File: config.mk
export PLATFORM = sky130hd
export DESIGN_NAME = q_8_22_issue_flat
export DESIGN_NICKNAME = d
export VERILOG_FILES = /design/src/rtl/q_8_22_pkg.sv /design/src/rtl/q_8_22_issue_if.sv /design/src/rtl/q_8_22_fifo.sv /design/src/rtl/q_8_22_issue.sv /design/src/flat_wrapper.sv
export SDC_FILE = /design/constraint.sdc
export NUM_CORES = 1
export LEC_CHECK = 0
export BUFFER_PORTS_ARGS = -buffer_cell sky130_fd_sc_hd__buf_2
export CAP_MARGIN = 20
export CORE_UTILIZATION = 30
export CTS_CLUSTER_SIZE = 12
export DETAILED_ROUTE_END_ITERATION = 12
export PLACE_DENSITY = 0.48
export SKIP_LAST_GASP = 1
export SLEW_MARGIN = 20
export SYNTH_ARGS = -nofsm -noshare
export SYNTH_HDL_FRONTEND = slang
export SYNTH_SLANG_ARGS = --single-unit
File: constraint.sdc
create_clock -name clk -period 2.2 [get_ports clk]
set_clock_uncertainty 0.2 [all_clocks]
set_input_delay 0.44 -clock clk [delete_from_list [all_inputs] [get_ports clk]]
set_output_delay 0.44 -clock clk [all_outputs]
set_load 0.03 [all_outputs]
File: src/rtl/q_8_22_pkg.sv
// Shared types and widths for the q_8_22 operand issue stage.
package q_8_22_pkg;

  localparam int unsigned dp_width     = 5;
  localparam int unsigned iss_st_width = 3;

  typedef enum logic [iss_st_width-1:0] {
    IDLE      = 3'd0,
    ISSUE     = 3'd1,
    WAIT_BUSY = 3'd2,
    WAIT_DONE = 3'd3,
    DONE      = 3'd4
  } iss_state_t;

endpackage

File: src/rtl/q_8_22_issue_if.sv
// Bundles the upstream, multiplier-side and downstream signals of the issue stage.
interface q_8_22_issue_if
  import q_8_22_pkg::*;
#(
  parameter int unsigned DP_WIDTH = dp_width
) ();

  logic                    in_valid;
  logic                    in_ready;
  logic [DP_WIDTH-1:0]     in_multiplicand;
  logic [DP_WIDTH-1:0]     in_multiplier;
  logic                    mult_start;
  logic [DP_WIDTH-1:0]     mult_multiplicand;
  logic [DP_WIDTH-1:0]     mult_multiplier;
  logic                    mult_rdy;
  logic [2*DP_WIDTH-1:0]   mult_product;
  logic                    out_valid;
  logic                    out_ready;
  logic [2*DP_WIDTH-1:0]   out_product;
  logic                    err;

  // Issue stage view.
  modport slave (
    input  in_valid, in_multiplicand, in_multiplier, mult_rdy, mult_product, out_ready,
    output in_ready, mult_start, mult_multiplicand, mult_multiplier, out_valid, out_product, err
  );

  // Environment view: producer, multiplier and consumer.
  modport master (
    output in_valid, in_multiplicand, in_multiplier, mult_rdy, mult_product, out_ready,
    input  in_ready, mult_start, mult_multiplicand, mult_multiplier, out_valid, out_product, err
  );

endinterface

File: src/rtl/q_8_22_fifo.sv
// Operand FIFO; an extra pointer bit distinguishes full from empty.
module q_8_22_fifo #(
  parameter int unsigned FIFO_DEPTH = 4,
  parameter int unsigned DATA_W     = 10
) (
  input  logic              clk,
  input  logic              rst,
  input  logic              push_i,
  input  logic [DATA_W-1:0] wdata_i,
  input  logic              pop_i,
  output logic [DATA_W-1:0] rdata_c,
  output logic              full_c,
  output logic              empty_c
);

  localparam int unsigned AW = $clog2(FIFO_DEPTH);
  localparam int unsigned PW = AW + 1;

  logic [DATA_W-1:0] mem_q [FIFO_DEPTH];
  logic [PW-1:0]     wr_ptr_q;
  logic [PW-1:0]     rd_ptr_q;
  logic              do_push;
  logic              do_pop;

  assign empty_c = (wr_ptr_q == rd_ptr_q);
  assign full_c  = (wr_ptr_q[AW] != rd_ptr_q[AW]) && (wr_ptr_q[AW-1:0] == rd_ptr_q[AW-1:0]);
  assign rdata_c = mem_q[rd_ptr_q[AW-1:0]];
  assign do_push = push_i && !full_c;
  assign do_pop  = pop_i && !empty_c;

  // Pointer update; reset empties the queue.
  always_ff @(posedge clk) begin
    if (rst) begin
      wr_ptr_q <= '0;
      rd_ptr_q <= '0;
    end else begin
      if (do_push) wr_ptr_q <= wr_ptr_q + PW'(1);
      if (do_pop)  rd_ptr_q <= rd_ptr_q + PW'(1);
    end
  end

  // Storage write; contents need no reset since the pointers gate visibility.
  always_ff @(posedge clk) begin
    if (do_push) mem_q[wr_ptr_q[AW-1:0]] <= wdata_i;
  end

endmodule

File: src/rtl/q_8_22_issue.sv
// Streams operand pairs into the start/rdy multiplier and captures products for a consumer.
module q_8_22_issue
  import q_8_22_pkg::*;
#(
  parameter int unsigned DP_WIDTH   = dp_width,
  parameter int unsigned FIFO_DEPTH = 4,
  parameter int unsigned BUSY_TMO   = 4
) (
  input  logic           clk,
  input  logic           rst,
  q_8_22_issue_if.slave  bus
);

  localparam int unsigned PW = 2 * DP_WIDTH;
  localparam int unsigned CW = $clog2(BUSY_TMO + 1);

  iss_state_t          state_q, state_d;
  logic [CW-1:0]       cnt_q, cnt_d;
  logic                mult_start_q;
  logic [DP_WIDTH-1:0] a_q, b_q;
  logic                out_valid_q;
  logic [PW-1:0]       out_product_q;
  logic                err_q;

  logic                fifo_full_c, fifo_empty_c;
  logic [PW-1:0]       fifo_rdata_c;
  logic                pop_c, load_ops_c, capture_c, set_err_c;

  q_8_22_fifo #(
    .FIFO_DEPTH (FIFO_DEPTH),
    .DATA_W     (PW)
  ) u_fifo (
    .clk     (clk),
    .rst     (rst),
    .push_i  (bus.in_valid),
    .wdata_i ({bus.in_multiplicand, bus.in_multiplier}),
    .pop_i   (pop_c),
    .rdata_c (fifo_rdata_c),
    .full_c  (fifo_full_c),
    .empty_c (fifo_empty_c)
  );

  assign bus.in_ready          = !fifo_full_c;
  assign bus.mult_start        = mult_start_q;
  assign bus.mult_multiplicand = a_q;
  assign bus.mult_multiplier   = b_q;
  assign bus.out_valid         = out_valid_q;
  assign bus.out_product       = out_product_q;
  assign bus.err               = err_q;

  // Next-state logic: issue, wait for busy (with retry), wait for done, hand off result.
  always_comb begin
    state_d    = state_q;
    cnt_d      = cnt_q;
    pop_c      = 1'b0;
    load_ops_c = 1'b0;
    capture_c  = 1'b0;
    set_err_c  = 1'b0;
    case (state_q)
      IDLE: begin
        // Waiting on mult_rdy also covers a multiplication left running across reset.
        if (!fifo_empty_c && bus.mult_rdy) begin
          state_d    = ISSUE;
          pop_c      = 1'b1;
          load_ops_c = 1'b1;
          cnt_d      = '0;
        end
      end
      ISSUE: state_d = WAIT_BUSY;
      WAIT_BUSY: begin
        if (!bus.mult_rdy) begin
          state_d = WAIT_DONE;
        end else if (cnt_q + CW'(1) == CW'(BUSY_TMO)) begin
          set_err_c = 1'b1;
          cnt_d     = '0;
          state_d   = ISSUE;
        end else begin
          cnt_d = cnt_q + CW'(1);
        end
      end
      WAIT_DONE: begin
        if (bus.mult_rdy) state_d = DONE;
      end
      DONE: begin
        if (!out_valid_q || bus.out_ready) begin
          capture_c = 1'b1;
          state_d   = IDLE;
        end
      end
      default: state_d = IDLE;
    endcase
  end

  // State, operand, result and error registers.
  always_ff @(posedge clk) begin
    if (rst) begin
      state_q       <= IDLE;
      cnt_q         <= '0;
      mult_start_q  <= 1'b0;
      a_q           <= '0;
      b_q           <= '0;
      out_valid_q   <= 1'b0;
      out_product_q <= '0;
      err_q         <= 1'b0;
    end else begin
      state_q      <= state_d;
      cnt_q        <= cnt_d;
      mult_start_q <= (state_d == ISSUE);
      if (load_ops_c) begin
        a_q <= fifo_rdata_c[PW-1:DP_WIDTH];
        b_q <= fifo_rdata_c[DP_WIDTH-1:0];
      end
      if (capture_c) begin
        out_valid_q   <= 1'b1;
        out_product_q <= bus.mult_product;
      end else if (bus.out_ready) begin
        out_valid_q <= 1'b0;
      end
      if (set_err_c) err_q <= 1'b1;
    end
  end

endmodule

File: src/flat_wrapper.sv
// flat-port wrapper written by rule: the top's interface ports become plain ports
module q_8_22_issue_flat import q_8_22_pkg::*;
#(
  parameter int unsigned DP_WIDTH   = dp_width,
  parameter int unsigned FIFO_DEPTH = 4,
  parameter int unsigned BUSY_TMO   = 4
)
  (clk, rst, bus_in_valid, bus_in_multiplicand, bus_in_multiplier, bus_mult_rdy, bus_mult_product, bus_out_ready, bus_in_ready, bus_mult_start, bus_mult_multiplicand, bus_mult_multiplier, bus_out_valid, bus_out_product, bus_err);
  q_8_22_issue_if #(.DP_WIDTH(DP_WIDTH)) bus_i ();
  input  logic clk;
  input  logic rst;
  input wire logic [$bits(bus_i.in_valid)-1:0] bus_in_valid;
  input wire logic [$bits(bus_i.in_multiplicand)-1:0] bus_in_multiplicand;
  input wire logic [$bits(bus_i.in_multiplier)-1:0] bus_in_multiplier;
  input wire logic [$bits(bus_i.mult_rdy)-1:0] bus_mult_rdy;
  input wire logic [$bits(bus_i.mult_product)-1:0] bus_mult_product;
  input wire logic [$bits(bus_i.out_ready)-1:0] bus_out_ready;
  output wire logic [$bits(bus_i.in_ready)-1:0] bus_in_ready;
  output wire logic [$bits(bus_i.mult_start)-1:0] bus_mult_start;
  output wire logic [$bits(bus_i.mult_multiplicand)-1:0] bus_mult_multiplicand;
  output wire logic [$bits(bus_i.mult_multiplier)-1:0] bus_mult_multiplier;
  output wire logic [$bits(bus_i.out_valid)-1:0] bus_out_valid;
  output wire logic [$bits(bus_i.out_product)-1:0] bus_out_product;
  output wire logic [$bits(bus_i.err)-1:0] bus_err;
  assign bus_i.in_valid = bus_in_valid;
  assign bus_i.in_multiplicand = bus_in_multiplicand;
  assign bus_i.in_multiplier = bus_in_multiplier;
  assign bus_i.mult_rdy = bus_mult_rdy;
  assign bus_i.mult_product = bus_mult_product;
  assign bus_i.out_ready = bus_out_ready;
  assign bus_in_ready = bus_i.in_ready;
  assign bus_mult_start = bus_i.mult_start;
  assign bus_mult_multiplicand = bus_i.mult_multiplicand;
  assign bus_mult_multiplier = bus_i.mult_multiplier;
  assign bus_out_valid = bus_i.out_valid;
  assign bus_out_product = bus_i.out_product;
  assign bus_err = bus_i.err;
  q_8_22_issue #(.DP_WIDTH(DP_WIDTH), .FIFO_DEPTH(FIFO_DEPTH), .BUSY_TMO(BUSY_TMO)) u_core (.clk(clk), .rst(rst), .bus(bus_i));
endmodule
# Yosys cells after proc, flatten, opt, wreduce, memory -nomap -nowiden
# Memories as Yosys holds them, arrays and structs flattened. A register that Yosys moved wholly into a read port is not among the register bits.
# Cells that the tools add are included.
# W data, S select, Z words.
dict set report word_totals {
  output_inout_bits 24
  regBits 25
  ramBits 40
  elab_cells 56
  n_memories 1
  inputBits 25
}
dict set report op_classes {
  add_sub_neg 3
  muxes 21
  n_reduce_logical 12
  eq_ne 11
}
# memory depth word_bits read_ports rd_ports_with_merged_regs write_ports line_no
set mem_list {}
lappend mem_list {u_core.u_fifo.mem_q 4 10 1 1 1 q_8_22_fifo.sv:19} ;# logic [DATA_W-1:0] mem_q [FIFO_DEPTH];
# cell count
set op_table {}
lappend op_table {{$mux W3} 8}
lappend op_table {{$pmux W3 S5} 1}
lappend op_table {{$mux W1} 11}
lappend op_table {{$add A3 B1 Y3 const B} 3}
lappend op_table {{$eq A3 B1 Y1 const B} 2}
lappend op_table {{$eq A3 B2 Y1 const B} 2}
lappend op_table {{$eq A3 B3 Y1 const B} 2}
lappend op_table {{$pmux W3 S2} 1}
lappend op_table {{$logic_and A1 B1 Y1} 4}
lappend op_table {{$reduce_bool A2 Y1} 2}
lappend op_table {{$eq A3 B3 Y1} 1}
lappend op_table {{$logic_not A1 Y1} 3}
lappend op_table {{$logic_not A3 Y1} 1}
lappend op_table {{$reduce_and A3 Y1} 1}
lappend op_table {{$eq A2 B2 Y1} 1}
lappend op_table {{$ne A2 B1 Y1 const B} 1}
lappend op_table {{$ne A2 B2 Y1 const B} 1}
lappend op_table {{$logic_or A1 B1 Y1} 1}
lappend op_table {{$ne A1 B1 Y1} 1}

# Depth between registers and ports, before layout
dict set report logic_depth {
  ltp_word 6
  depth_mapped 7
}

# Cells and area by module
# A second synthesis with hierarchy kept.
dict set report hier_totals {
  cells_unflattened 238
  hier_area_um2 3159.3
}
# module n_inst area_each_um2 cells_each
set modules_own_cells {}
lappend modules_own_cells {q_8_22_fifo 1 2016.9 120}
lappend modules_own_cells {q_8_22_issue 1 1142.3 118}

# Worst setup path before layout
# Ideal clock, no wire load.
dict set report synth_timing {
  kind {register -> register}
  startpoint {register u_core.u_fifo.wr_ptr_q[1]}
  endpoint {memory u_core.u_fifo.mem_q[1][0] (enable)}
  arrival_ps 1241
  stages_incl_launch_ff 4
  required_time_ps 1657
  slack_ps 416
  setup_ps 343
  path_cell_list {dfxtp_1 -> xor2_1 -> o31a_1 -> and2_1}
}
dict set report synth_via {
  elab_chain_cells 6
}
# element line_no
set synth_rtl {}
lappend synth_rtl {{from (decl)} q_8_22_fifo.sv:20} ;# logic [PW-1:0] wr_ptr_q;
lappend synth_rtl {{from (signal assigned)} q_8_22_fifo.sv:37} ;# if (do_push) wr_ptr_q <= wr_ptr_q + PW'(1);
lappend synth_rtl {{$eq A2 B2 Y1} q_8_22_fifo.sv:26} ;# assign full_c = (wr_ptr_q[AW] != rd_ptr_q[AW]) && (wr_ptr_q[AW-1:0] == rd_ptr_q[AW-1:0]);
lappend synth_rtl {{$logic_and A1 B1 Y1} q_8_22_fifo.sv:26}
lappend synth_rtl {{$logic_not A1 Y1} q_8_22_fifo.sv:28} ;# assign do_push = push_i && !full_c;
lappend synth_rtl {{$logic_and A1 B1 Y1} q_8_22_fifo.sv:28}
lappend synth_rtl {{$mux W1} q_8_22_fifo.sv:44} ;# if (do_push) mem_q[wr_ptr_q[AW-1:0]] <= wdata_i;
lappend synth_rtl {{$mux W1 (not written as such)} q_8_22_fifo.sv:44}
lappend synth_rtl {{to (decl)} q_8_22_fifo.sv:19}
# Parallel ways exist; a longest one is shown, timed or not.

# Final worst setup path
dict set report layout_timing {
  startpoint {register u_core.u_fifo.wr_ptr_q[1]}
  endpoint {output port bus_in_ready}
}
dict set report layout_via {
  elab_chain_cells 3
}
# element line_no
set layout_rtl {}
lappend layout_rtl {{$eq A2 B2 Y1} q_8_22_fifo.sv:26}
lappend layout_rtl {{$logic_and A1 B1 Y1} q_8_22_fifo.sv:26}
lappend layout_rtl {{$logic_not A1 Y1} q_8_22_issue.sv:43} ;# assign bus.in_ready = !fifo_full_c;
lappend layout_rtl {{to (decl)} flat_wrapper.sv:18} ;# output wire logic [$bits(bus_i.in_ready)-1:0] bus_in_ready;
# No other way between the ends.

==> impl_metrics.json <==
{
  "run_status": "complete, no violations",
  "synth_top_flop_cell": "edfxtp_1",
  "fin_crit_ns": 2.10,
  "crit_slowest_cell": "dfxtp_1",
  "peakVddDrop_mv": 0.278,
  "async_flop_share": 0,
  "maxSlewViolCount": 0,
  "timing.rr.start": "u_core.u_fifo.wr_ptr_q[1]",
  "max_cap_viol_count": 0,
  "synth_warnings": 0,
  "area_delta_synth_final_pct": 22.0,
  "path_clk_slew_ns": 0.09,
  "cp_top_family": "flip-flops",
  "max_slew.worst_pin.slew_ns": 0.361,
  "worstPathMaxFanout": 5,
  "cts.sinks": 75,
  "hold_violations": 0,
  "slew_headroom": 0.756,
  "syn_nets": 240,
  "drive_above_1_share": 0.326,
  "cts_resized": 0,
  "finalPower_mw": 3.31,
  "synth.distinct_cells": 35,
  "fin_crit_sh": 0.955,
  "wirelength_mm": 5.55,
  "critPathCaptureType": "output pin",
  "cpPeakStageDelay_ns": 0.42,
  "port_buffers": 48,
  "path_buf_inv": 1,
  "synth_top_area_share": 0.404,
  "rows": 35,
  "overflow": 0,
  "finalSetupViolCount": 0,
  "cts_tree": "done",
  "p_per_area_nw_per_um2": 912,
  "die_y_um": 102,
  "htreeDepth": 3,
  "coreArea_um2": 9420,
  "critical_path_class": "reg -> out",
  "die_area_um2": 10300,
  "synth_edf_count": 40,
  "seq_area_frac_synth": 0.640,
  "leakage_nw": 1.47,
  "vias": 1787,
  "grt_pass1_vias": 1783,
  "hp-start": "bus_in_multiplier[4]",
  "hp-class": "in -> reg",
  "final_common_cell": "buf_2",
  "critical_path_required_ns": 1.56,
  "wl_per_cell_um": 13.8,
  "drc_errors": 0,
  "fmax_ghz": 0.476,
  "first_iter_violations": 66,
  "ios": 49,
  "cp-startpoint": "u_core.u_fifo.wr_ptr_q[1]",
  "cp.arrival_ns": 1.46,
  "cts_made_buffers": 9,
  "dp_hpwl_mm": 3.73,
  "die_w_um": 102,
  "grt_pass1_wl_mm": 8.71,
  "tns_ns": 0,
  "dr.pass1.iters": 4,
  "grt_max_degree": 21,
  "grt_use_total": 0.115,
  "rsz0062_at_grt": "false",
  "syn_inst": 208,
  "hold_buffers": 0,
  "synth_area_um2": 2970,
  "path_cells": "xor2_1, or3_1, buf_2",
  "post_cts_buffers": 0,
  "via_per_inst": 4.45,
  "gp_congestion": 0.712,
  "ant_nets": 0,
  "cp-start-kind": "flip-flop",
  "clockBufferDepth": 2,
  "n_antenna_cell": 0,
  "start_util": 0.316,
  "root_buffer": "clkbuf_8",
  "synth.area.top_cells": "edfxtp_1 (40%), dfxtp_1 (24%), mux4_2 (7.6%)",
  "yosysTopAreaCell": "edfxtp_1",
  "nets": 300,
  "antenna_found_initial": 0,
  "clk_latency_ns": 0.34,
  "syn_avg_cell_area_um2": 14.3,
  "nFillCells": 929,
  "layout_common_cells": "buf_2 (48), edfxtp_1 (40), dfxtp_1 (35)",
  "synth_seq_cells": 75
}
## routing by layer
| layer | part of all wire | GRT usage | vias up |
|---|---|---|---|
| li1 | - | - | 880 |
| met3 | 0.029 | 0.0221 | 8 |
| met1 | 0.48 | 0.147 | 870 |
| met2 | 0.47 | 0.182 | 29 |
| met4 | 0.016 | 0.0635 | 0 |
| met5 | 0 | 0 | - |
## cells in the mapped netlist, types with 2 or more instances
| master | instances |
|---|---|
| a21oi_1 | 5 |
| a31oi_1 | 2 |
| and2_1 | 4 |
| buf_2 | 2 |
| buf_6 | 2 |
| clkbuf_1 | 7 |
| dfxtp_1 | 35 |
| edfxtp_1 | 40 |
| ha_1 | 7 |
| inv_1 | 6 |
| mux2i_1 | 22 |
| mux4_2 | 10 |
| nand2_1 | 5 |
| nand3_1 | 2 |
| nand3b_1 | 2 |
| nor2_1 | 29 |
| nor3b_1 | 3 |
| o31a_1 | 2 |
| xnor2_1 | 3 |
| xor2_1 | 5 |
## metrics by stage
step / utilization / hold slack [ns] / cells / area, µm² / worst slack [ns]
final: 0.385 / 0.112 / 402 / 3630 / 0.0989
after global routing: 0.385 / 0.101 / 402 / 3630 / 0.00633
after CTS: 0.385 / 0.105 / 402 / 3630 / 0.0749
after detailed placement: 0.363 / 0.271 / 386 / 3420 / 0.258
after global placement: 0.363 / 0.270 / 386 / 3420 / 0.306
after floorplan: - / 0.261 / 208 / 2970 / 0.416
## path summary, 6_finish.rpt
path                          endpoint  slack [ns]  cells after the start
max                       bus_in_ready         0.1                      3
min          u_core.u_fifo.mem_q[3][4]        0.11                      1
max reg2reg  u_core.u_fifo.mem_q[0][0]        0.26                      4
min reg2reg             u_core.bus.err        0.29                      2
## area by class of cell
type                            count  area, µm²  area share
Clock inverter                      7       85.1      0.0235
Inverter                            6       22.5     0.00621
Tap cell                          129        161      0.0445
Multi-Input combinational cell    116        990       0.273
Clock buffer                        9        124      0.0341
Timing Repair Buffer               60        343      0.0945
Sequential cell                    75       1900       0.524
## power by group
part | switching (mW) | internal [mW] | total [mW] | leakage [nW]
Combinational | 0.324 | 0.274 | 0.599 | 0.724
Clock | 0.550 | 0.543 | 1.09 | 0.0995
Sequential | 0.0487 | 1.57 | 1.62 | 0.651
Total | 0.923 | 2.39 | 3.31 | 1.47
## registers in the layout, indices dropped and copies added, names as in the netlist
register                      flops
u_core.u_fifo.mem_q              40
u_core.bus.out_product           10
u_core.bus.mult_multiplicand      5
u_core.bus.mult_multiplier        5
u_core.cnt_q                      3
u_core.state_q                    3
u_core.u_fifo.rd_ptr_q            3
u_core.u_fifo.wr_ptr_q            3
u_core.bus.err                    1
u_core.bus.mult_start             1
u_core.bus.out_valid              1
## worst register-to-register path, delay by kind of cell, from the launching register on
| kind | cells | cell delay [ns] |
|---|---|---|
| buffers and inverters | 1 | 0.21 |
| XOR/XNOR | 1 | 0.34 |
| flip-flops | 1 | 0.42 |
| AO/OA/AOI/OAI | 1 | 0.31 |
| AND/OR/NAND/NOR | 1 | 0.17 |
## cells by family (layout without fill, tap and decap cells)
| kind of cell | Yosys count | in the layout | share of synthesized area |
|---|---|---|---|
| muxes | 32 | 32 | 0.150 |
| xor gates and xnor gates | 8 | 8 | 0.0236 |
| buffers and inverters | 17 | 82 | 0.0274 |
| and+or+nand+nor | 52 | 52 | 0.0842 |
| adders and majority gates | 7 | 7 | 0.0295 |
| DFF | 75 | 75 | 0.640 |
| AOI/OAI and AO/OA | 17 | 17 | 0.0459 |
Power figures use the tool's default switching activity.
